[config.mk]
export PLATFORM = sky130hd
export DESIGN_NAME = axi_lite_cmd_master
export DESIGN_NICKNAME = d
export VERILOG_FILES = /design/src/rtl/axi_lite_pkg.sv /design/src/rtl/axi_lite_cmd_master.sv
export SDC_FILE = /design/constraint.sdc
export NUM_CORES = 1
export LEC_CHECK = 0
export BUFFER_PORTS_ARGS = -buffer_cell sky130_fd_sc_hd__buf_2
export CORE_MARGIN = 10
export CORE_UTILIZATION = 35
export DETAILED_ROUTE_END_ITERATION = 7
export PLACE_DENSITY = 0.68
export SETUP_SLACK_MARGIN = 0.2
export SYNTH_ARGS = -nofsm -noshare
export SYNTH_HDL_FRONTEND = slang
export SYNTH_SLANG_ARGS = --single-unit
[constraint.sdc]
create_clock -name ACLK -period 1.94 [get_ports ACLK]
set_input_delay 0.291 -clock ACLK [delete_from_list [all_inputs] [get_ports ACLK]]
set_output_delay 0.291 -clock ACLK [all_outputs]
set_load 0.03 [all_outputs]
[src/rtl/axi_lite_pkg.sv]
// Shared definitions for the AXI4-Lite command master: FSM state encoding and AXI response codes.
package axi_lite_pkg;

    typedef enum logic [2:0] {
        IDLE    = 3'd0,
        WR_REQ  = 3'd1,
        WR_RESP = 3'd2,
        RD_REQ  = 3'd3,
        RD_RESP = 3'd4,
        RSP     = 3'd5
    } state_t;

    localparam logic [1:0] RESP_OKAY   = 2'b00;
    localparam logic [1:0] RESP_SLVERR = 2'b10;

endpackage

[src/rtl/axi_lite_cmd_master.sv]
// Turns single read/write commands into AXI4-Lite transactions and reports one response per command.
// Every output comes straight from a flop; a response-wait timeout reports SLVERR instead of hanging.
module axi_lite_cmd_master
    import axi_lite_pkg::*;
#(
    parameter int C_M_AXI_ADDR_WIDTH = 32,
    parameter int C_M_AXI_DATA_WIDTH = 32,
    parameter int C_TIMEOUT_CYCLES   = 255
) (
    input  logic                              ACLK,
    input  logic                              ARESETN,

    input  logic                              CMD_VALID,
    output logic                              CMD_READY,
    input  logic                              CMD_WRITE,
    input  logic [C_M_AXI_ADDR_WIDTH-1:0]     CMD_ADDR,
    input  logic [C_M_AXI_DATA_WIDTH-1:0]     CMD_WDATA,
    input  logic [C_M_AXI_DATA_WIDTH/8-1:0]   CMD_WSTRB,

    output logic                              RSP_VALID,
    input  logic                              RSP_READY,
    output logic [C_M_AXI_DATA_WIDTH-1:0]     RSP_RDATA,
    output logic [1:0]                        RSP_RESP,
    output logic                              RSP_TIMEOUT,

    output logic                              BUSY,

    output logic [C_M_AXI_ADDR_WIDTH-1:0]     M_AXI_AWADDR,
    output logic [2:0]                        M_AXI_AWPROT,
    output logic                              M_AXI_AWVALID,
    input  logic                              M_AXI_AWREADY,
    output logic [C_M_AXI_DATA_WIDTH-1:0]     M_AXI_WDATA,
    output logic [C_M_AXI_DATA_WIDTH/8-1:0]   M_AXI_WSTRB,
    output logic                              M_AXI_WVALID,
    input  logic                              M_AXI_WREADY,
    input  logic [1:0]                        M_AXI_BRESP,
    input  logic                              M_AXI_BVALID,
    output logic                              M_AXI_BREADY,
    output logic [C_M_AXI_ADDR_WIDTH-1:0]     M_AXI_ARADDR,
    output logic [2:0]                        M_AXI_ARPROT,
    output logic                              M_AXI_ARVALID,
    input  logic                              M_AXI_ARREADY,
    input  logic [C_M_AXI_DATA_WIDTH-1:0]     M_AXI_RDATA,
    input  logic [1:0]                        M_AXI_RRESP,
    input  logic                              M_AXI_RVALID,
    output logic                              M_AXI_RREADY
);

    localparam int CNT_W      = (C_TIMEOUT_CYCLES > 1) ? $clog2(C_TIMEOUT_CYCLES) : 1;
    localparam int TMO_LAST_I = (C_TIMEOUT_CYCLES > 0) ? C_TIMEOUT_CYCLES - 1 : 0;
    localparam logic [CNT_W-1:0] TMO_LAST = CNT_W'(TMO_LAST_I);

    state_t state, state_next;
    logic   aw_done, w_done, aw_done_next, w_done_next;

    logic [C_M_AXI_ADDR_WIDTH-1:0]   addr_q;
    logic [C_M_AXI_DATA_WIDTH-1:0]   wdata_q;
    logic [C_M_AXI_DATA_WIDTH/8-1:0] wstrb_q;
    logic                            write_q;
    logic [CNT_W-1:0]                tmo_cnt;

    logic cmd_ready_d, awvalid_d, wvalid_d, bready_d, arvalid_d, rready_d, rsp_valid_d, busy_d;
    logic cmd_hs, aw_hs, w_hs, ar_hs, resp_hs, in_resp, timeout_hit;

    assign cmd_hs  = CMD_VALID && CMD_READY;
    assign aw_hs   = M_AXI_AWVALID && M_AXI_AWREADY;
    assign w_hs    = M_AXI_WVALID && M_AXI_WREADY;
    assign ar_hs   = M_AXI_ARVALID && M_AXI_ARREADY;
    assign in_resp = (state == WR_RESP) || (state == RD_RESP);
    assign resp_hs = write_q ? (M_AXI_BVALID && M_AXI_BREADY) : (M_AXI_RVALID && M_AXI_RREADY);

    // Tmo_cnt holds the number of earlier cycles spent in this response state, so the
    // last permitted cycle is when it equals C_TIMEOUT_CYCLES-1.
    assign timeout_hit = (C_TIMEOUT_CYCLES != 0) && in_resp && (tmo_cnt == TMO_LAST);

    assign M_AXI_AWADDR = addr_q;
    assign M_AXI_ARADDR = addr_q;
    assign M_AXI_WDATA  = wdata_q;
    assign M_AXI_WSTRB  = wstrb_q;
    assign M_AXI_AWPROT = 3'b000;
    assign M_AXI_ARPROT = 3'b000;

    // Outputs are decoded from the next state and registered here, so they change in
    // the same edge as the state itself.
    always_ff @(posedge ACLK) begin
        if (!ARESETN) begin
            state         <= IDLE;
            aw_done       <= 1'b0;
            w_done        <= 1'b0;
            CMD_READY     <= 1'b0;
            M_AXI_AWVALID <= 1'b0;
            M_AXI_WVALID  <= 1'b0;
            M_AXI_BREADY  <= 1'b0;
            M_AXI_ARVALID <= 1'b0;
            M_AXI_RREADY  <= 1'b0;
            RSP_VALID     <= 1'b0;
            BUSY          <= 1'b0;
        end else begin
            state         <= state_next;
            aw_done       <= aw_done_next;
            w_done        <= w_done_next;
            CMD_READY     <= cmd_ready_d;
            M_AXI_AWVALID <= awvalid_d;
            M_AXI_WVALID  <= wvalid_d;
            M_AXI_BREADY  <= bready_d;
            M_AXI_ARVALID <= arvalid_d;
            M_AXI_RREADY  <= rready_d;
            RSP_VALID     <= rsp_valid_d;
            BUSY          <= busy_d;
        end
    end

    always_comb begin
        state_next   = state;
        aw_done_next = aw_done;
        w_done_next  = w_done;
        case (state)
            IDLE: begin
                if (cmd_hs) begin
                    state_next   = CMD_WRITE ? WR_REQ : RD_REQ;
                    aw_done_next = 1'b0;
                    w_done_next  = 1'b0;
                end
            end
            WR_REQ: begin
                if (aw_hs) aw_done_next = 1'b1;
                if (w_hs)  w_done_next  = 1'b1;
                if (aw_done_next && w_done_next) state_next = WR_RESP;
            end
            RD_REQ: begin
                if (ar_hs) state_next = RD_RESP;
            end
            WR_RESP, RD_RESP: begin
                if (resp_hs || timeout_hit) state_next = RSP;
            end
            RSP: begin
                if (RSP_VALID && RSP_READY) state_next = IDLE;
            end
            default: state_next = IDLE;
        endcase
    end

    // IDLE and RSP keep BREADY/RREADY high so stray beats left over from a timeout drain away.
    always_comb begin
        cmd_ready_d = 1'b0;
        awvalid_d   = 1'b0;
        wvalid_d    = 1'b0;
        bready_d    = 1'b0;
        arvalid_d   = 1'b0;
        rready_d    = 1'b0;
        rsp_valid_d = 1'b0;
        busy_d      = (state_next != IDLE);
        case (state_next)
            IDLE: begin
                cmd_ready_d = 1'b1;
                bready_d    = 1'b1;
                rready_d    = 1'b1;
            end
            WR_REQ: begin
                awvalid_d = !aw_done_next;
                wvalid_d  = !w_done_next;
            end
            WR_RESP: bready_d  = 1'b1;
            RD_REQ:  arvalid_d = 1'b1;
            RD_RESP: rready_d  = 1'b1;
            RSP: begin
                rsp_valid_d = 1'b1;
                bready_d    = 1'b1;
                rready_d    = 1'b1;
            end
            default: ;
        endcase
    end

    always_ff @(posedge ACLK) begin
        if (!ARESETN) begin
            addr_q      <= '0;
            wdata_q     <= '0;
            wstrb_q     <= '0;
            write_q     <= 1'b0;
            tmo_cnt     <= '0;
            RSP_RDATA   <= '0;
            RSP_RESP    <= RESP_OKAY;
            RSP_TIMEOUT <= 1'b0;
        end else begin
            if (state == IDLE && cmd_hs) begin
                addr_q  <= CMD_ADDR;
                wdata_q <= CMD_WDATA;
                wstrb_q <= CMD_WSTRB;
                write_q <= CMD_WRITE;
            end

            if (in_resp && state_next == state) tmo_cnt <= tmo_cnt + CNT_W'(1);
            else                                tmo_cnt <= '0;

            // A real response arriving on the timeout cycle is reported instead of the timeout.
            if (in_resp && state_next == RSP) begin
                if (resp_hs) begin
                    RSP_RESP    <= write_q ? M_AXI_BRESP : M_AXI_RRESP;
                    RSP_RDATA   <= write_q ? '0 : M_AXI_RDATA;
                    RSP_TIMEOUT <= 1'b0;
                end else begin
                    RSP_RESP    <= RESP_SLVERR;
                    RSP_RDATA   <= '0;
                    RSP_TIMEOUT <= 1'b1;
                end
            end
        end
    end

endmodule

==> results.md, run 1 <==
* Outcome: finished clean
* P_leak at 3.093 nW
* Initial Util at 36.09%
* Netlist cell types at 36
* Nets at 931
* # DRC at 0
* Clk buf depth at 2
* TNS Setup at 0 ns
* Post-synth top flop: dfxtp_1
* Total Wirelength at 15.82 mm
* Ys async rst share at 0%
* Htree depth at 4
* Worst path arrival time at between 2 and 2.5 ns
* Root buffer cell: clkbuf_16
* Die height at approximately 140 um
* GRT Util Overall at 15.78%
* Worst r2r dst: RSP_RDATA[24]
* Post-layout util at 50.41%
* Yosys warning total at 0
* Final Max Slew Viols at 0
* Final antenna-violating net count at 0
* WP data required at 2.27 ns
* DR vias at 4655
* Largest net degree at the start of global routing at between 70 and 80
* Largest area contributor in the netlist: dfxtp_1
* Max-Cap Viols at 0
* DIE AREA at 18860 sq um
* IO Count at about 260
* Register area share after synthesis at 51.95%
* Syn Inst Count at 597
* First-pass GRT wire length at 23.25 mm
* Post-synth EDFFs at 0
* Flops & latches, synth at 125
* Crit path max fanout at 34
* Routed WL per cell at 15.77 um
* 1st-pass router iterations at 5
* FMAX at 0.5962 GHz
* Total global routing overflow at 0
* Most common cell after layout, fill and taps aside: buf_2
* RSZ-0062 raised after global routing: yes
* Num rows at 42
* Reg2reg path depth at 7
* CTS Buf Count at 17
* Period utilisation layout at 86.46%
* Startpoint types: flip-flop
* Die width at roughly 140 um
* Register clock-pin slew on the reported worst setup and hold paths at 0.05 ns
* Clock latency on the worst-skew pair at approximately 0.41 ns
* Peak supply drop at 0.7431 mV
* Critical path endpoint category: flip-flop
* Reg2Reg Setup Slack at 0.26 ns
* Post-synthesis cell area at 4817 sq um
* Vias per inst at 4.641
* Hold path start: CMD_WDATA[8]
* Vias in the first global route at 4503
* Gpl congestion at roughly 0.83
* Commonest non-fill, non-tap cells in the layout: buf_2, nand2_1, dfxtp_1, a21oi_1, nand3_1
* Skew final at 0.005957 ns
* Clock Sinks at 125
* Pre-CTS WS at 0.1943 ns
* Syn-to-layout area delta at 39.69%
* Hold Slack at 0.1161 ns
* Min Tclk post-route at 1.677 ns
* Slack of the critical path at ~0.26 ns
* Final setup violating endpoints at 0
* CP Class: flip-flop to flip-flop
* Reg-to-reg startpoint: write_q
* CTS tree: built
* Layout cells sized above 1 at 39.30%
* Final hold vios at 0
* Antenna violations before repair at 1
* Hold-critical path depth at 3
* Worst setup path startpoint: write_q
* DR iter-0 viols at 200
* Port bufs at 256
* Syn avg cell area at 8.069 sq um
* # diodes at 0
* Detailed Place HPWL at 11.74 mm
* Synth top area cells: dfxtp_1, nand2_1, a21oi_1, buf_4, nand3_1
* PD cells at 1153 nW/um^2
* Hold WC Path Type: primary input to flip-flop
* Synth top area share at 51.95%
* Min-Delay Endpoint: M_AXI_WDATA[8]
* Core area at 13350 sq um
## registers in the layout, indices dropped and copies added (netlist names), 2 cells and up
| signal | cells |
|---|---|
| state | 3 |
| M_AXI_ARADDR | 32 |
| RSP_RDATA | 32 |
| tmo_cnt | 8 |
| M_AXI_WDATA | 32 |
| RSP_RESP | 2 |
| M_AXI_WSTRB | 4 |
## how the worst max path moves through the flow
stage,to,depth (start not counted),slack [ns]
2_1_floorplan,tmo_cnt[3],7,0.15
3_3_place_gp,tmo_cnt[7],6,0.21
3_5_place_dp,tmo_cnt[7],6,0.19
4_1_cts,tmo_cnt[0],5,0.20
5_1_grt,M_AXI_AWVALID,7,0.13
6_report,RSP_RDATA[24],7,0.26
## metrics by stage
stage	std cells	power (mW)	area, sq um
after detailed placement	968	4.365	6027
after global placement	968	4.354	6027
after CTS	1003	7.862	6714
after global routing	1003	8.103	6729
after floorplan	602	3.916	4850
final	1003	7.762	6729
## critical path, cell delays in order (launching register included)
cell,delay [ns]
dfxtp_4,0.33
and3b_1,0.19
a31o_4,0.22
buf_4,0.14
o21ai_2,0.26
buf_12,0.24
nand2_1,0.08
a21oi_1,0.13
## layer usage
| layer | global-route usage, % | vias to the layer above | routed length, um |
|---|---|---|---|
| met5 | 0 | - | 13 |
| met4 | 7.084 | 2 | 367 |
| met3 | 8.084 | 27 | 2017 |
| met2 | 25.86 | 191 | 7516 |
| met1 | 16.64 | 2074 | 5907 |
| li1 | - | 2361 | - |
## cells in the mapped netlist (4+ instances only)
| cell | number |
|---|---|
| dfxtp_1 | 125 |
| xnor2_1 | 4 |
| a31oi_1 | 5 |
| a21oi_1 | 109 |
| nor2_2 | 8 |
| nand2_1 | 176 |
| buf_4 | 38 |
| nand3_1 | 39 |
| nor2_1 | 19 |
| clkbuf_1 | 32 |
| buf_2 | 4 |
## where the power goes
| group | internal (mW) | switching [mW] | total [mW] |
|---|---|---|---|
| Sequential | 2.75 | 0.110 | 2.86 |
| Clock | 2.38 | 1.07 | 3.45 |
| Combinational | 0.433 | 1.02 | 1.45 |
## cell families after synthesis
logic type,after synthesis,synth area share [%]
buffers and inverters,79,9.532
AND/OR/NAND/NOR,257,22.44
flip-flops,125,51.95
adder cells (fa/ha/maj),2,0.5194
AO/OA/AOI/OAI,124,13.79
multiplexers,2,0.4156
other,1,0.07785
XOR/XNOR,7,1.273
## repair_timing
action | CTS | global route
cloned | 0 | 0
hold buffers | 0 | 0
pin swaps | 9 | 1
endpoints found under the setup margin | 6 | 27
resized for setup | 2 | 5
setup buffers | 4 | 0
## layout make-up
| type | count | area, sq um |
|---|---|---|
| repair buffers | 270 | 1424 |
| clock inverters | 5 | 125.1 |
| flip-flops and latches | 125 | 2510 |
| inverters | 3 | 12.51 |
| clock buffers | 26 | 529.3 |
| multi-input cells | 398 | 1908 |
| fillers | 1365 | 6619 |
| well taps | 176 | 220.2 |
Note: power is estimated with default switching activity, not from simulation.
==> inputs of run 2 (changes only) <==
--- a/config.mk
+++ b/config.mk
@@ -10,6 +10,7 @@
 export CORE_UTILIZATION = 35
 export DETAILED_ROUTE_END_ITERATION = 7
 export PLACE_DENSITY = 0.68
+export REMOVE_ABC_BUFFERS = 1
 export SETUP_SLACK_MARGIN = 0.2
 export SYNTH_ARGS = -nofsm -noshare
 export SYNTH_HDL_FRONTEND = slang
==> run 2 against run 1 <==
Effect of this change:
- setup slack got worse by 0.067 ns
- die area did not move
- critical path depth fell by 2
- maximum frequency fell by 3.9%
- wire length fell by 3.5%
- largest power group unchanged
- clock power fell by 5%
==> results.md, run 2 (same netlist as run 1, synthesis figures left out) <==
* Outcome: finished clean
* Hold buffers post-CTS at 0 (unchanged)
* GRT Util Overall at 15.11% (-0.67 points)
* Critical path endpoint category: flip-flop
* Min Tclk post-route at 1.745 ns (+0.06726 ns)
* CTS Buf Count at 17 (unchanged)
* Peak supply drop at 0.6425 mV (-14%)
* PD cells at 1134 nW/um^2 (-1.7%)
* Flop pwr share at 37.7% (+0.9 points)
* Skew final at 0.009240 ns (+0.003283 ns)
* # diodes at 0 (unchanged)
* Largest net degree at the start of global routing at 71 (-10%)
* Routed WL per cell at 15.24 um (-3.4%)
* Total Wirelength at 15.27 mm (-3.5%)
* FMAX at 0.5732 GHz (-3.9%)
* Final Max Slew Viols at 0 (unchanged)
* P_leak at 3.060 nW (-1.1%)
* Die width at 137.3 um (unchanged)
* Switch share at 29.76% (+1.4 points)
* Post-layout util at 50.10% (-0.31 points)
* Worst Tran Pin Value at 0.5959 ns
* Die height at 137.3 um (unchanged)
* Gpl congestion at 0.7880 (-5.4%)
* Post-Layout Cell Count at 1002 (-0.10%)
* Layout cells sized above 1 at 39.47% (+0.17 points)
* Final hold vios at 0 (unchanged)
* Hold WC Path Type: primary input to flip-flop
* Final setup violating endpoints at 0 (unchanged)
* Most common cell after layout, fill and taps aside: buf_2
* Clock Sinks at 125 (unchanged)
* Num rows at 42 (unchanged)
* Power share of the clock group at 43.4% (-1.1 points)
* # DRC at 0 (unchanged)
* Root buffer cell: clkbuf_16
* Comb pwr share at 18.9% (+0.2 points)
* Register clock-pin slew on the reported worst setup and hold paths at 0.06 ns (about the same)
* TNS Setup at 0 ns (unchanged)
* Detailed Place HPWL at 11.19 mm (-4.7%)
* First-pass GRT wire length at 22.59 mm (-2.9%)
* CTS tree: built
* Worst path arrival time at 2.09 ns (+0.08 ns)
* Nets at 929 (-0.21%)
* Crit path max fanout at 8 (-76%)
* Core area at 13350 sq um (unchanged)
* Startpoint types: flip-flop
* Final antenna-violating net count at 0 (unchanged)
* Vias per inst at 4.657 (+0.34%)
* Commonest non-fill, non-tap cells in the layout: buf_2, nand2_1, dfxtp_1, a21oi_1, nand3_1
* Antenna violations before repair at 0 (-1)
* 1st-pass router iterations at 4 (-1)
* Syn-to-layout area delta at 38.83%
* DR iter-0 viols at 207 (+3.5%)
* Pint at 5.326 mW (-4.3%)
* DR vias at 4666 (+0.24%)
* Total global routing overflow at 0 (unchanged)
* DIE AREA at 18860 sq um (unchanged)
* Vias in the first global route at 4427 (-1.7%)
* IO Count at 263 (unchanged)
* Clock latency on the worst-skew pair at 0.41 ns (about the same)
* Clk buf depth at 2 (unchanged)
* CP Class: flip-flop to flip-flop
* Period utilisation layout at 89.93% (+3.5 points)
* WP data required at 2.28 ns (about the same)
* Initial Util at 36.09% (unchanged)
* Port bufs at 256 (unchanged)
* Htree depth at 4 (unchanged)
* Net switching power at 2.257 mW (+2.6%)
* Placed Cells at 967 (-0.10%)
* Max-Cap Viols at 0 (unchanged)
* Slew HR at 60.27%
* RSZ-0062 raised after global routing: yes
[run 2: cell count changes in the layout (fill, tap and decap cells not counted), moves of 2 or more]
cell and change:
clkbuf_8 -3, clkinvlp_4 +3, buf_4 -2, clkinv_2 +2
[run 2: per-layer routing]
layer  wire length (um)  GRT usage [%]
met1               6057          17.12
met5                  0              0
met2               7115          23.26
met3               1924          8.485
met4                169          5.679
[run 2: final timing paths]
kind | start | to | slack [ns] | cells past startpoint
worst min-delay path | CMD_ADDR[14] | M_AXI_ARADDR[14] | 0.11 | 3
worst max-delay path | write_q | tmo_cnt[0] | 0.20 | 5
worst max register to register | write_q | tmo_cnt[0] | 0.20 | 5
worst min register to register | tmo_cnt[0] | tmo_cnt[0] | 0.42 | 1
[run 2: cell type report]
type | instances | area (sq um)
multi-input combinational | 398 | 1919
tap | 176 | 220.2
sequential | 125 | 2506
inverter | 3 | 12.51
fill | 1348 | 6660
timing repair buffer | 268 | 1409
clock buffer | 22 | 484.2
clock inverter | 10 | 136.4
[run 2: power groups by stage]
stage | combinational [mW] | clock (mW) | sequential, mW
final | 1.43 | 3.29 | 2.86
after detailed placement | 1.43 | 0 | 2.91
after global routing | 1.54 | 3.49 | 2.88
after floorplan | 0.448 | 0 | 3.34
after global placement | 1.43 | 0 | 2.90
after CTS | 1.43 | 3.35 | 2.86
[run 2: repair_timing]
item                       in CTS  in global routing
gates resized for setup         0                 13
setup endpoints to repair       0                 40
setup buffers                   0                  3
[run 2: per-stage QoR]
step / total power, mW / hold slack (ns) / instance area, sq um / worst slack [ns]
floorplan: 3.786 / 0.4270 / 4388 / -1.324
global placement: 4.330 / 0.4360 / 6006 / 0.1697
detailed placement: 4.339 / 0.4397 / 6006 / 0.1462
CTS: 7.638 / 0.08921 / 6626 / 0.2028
global route: 7.914 / 0.09671 / 6688 / 0.1499
finish: 7.582 / 0.1095 / 6688 / 0.1954
[run 2: critical path, cell delays in order, from the launching register on]
cell	delay, ns
dfxtp_2	0.32
and3b_2	0.21
a31o_4	0.22
o21a_4	0.20
or4_4	0.60
nor2_2	0.13
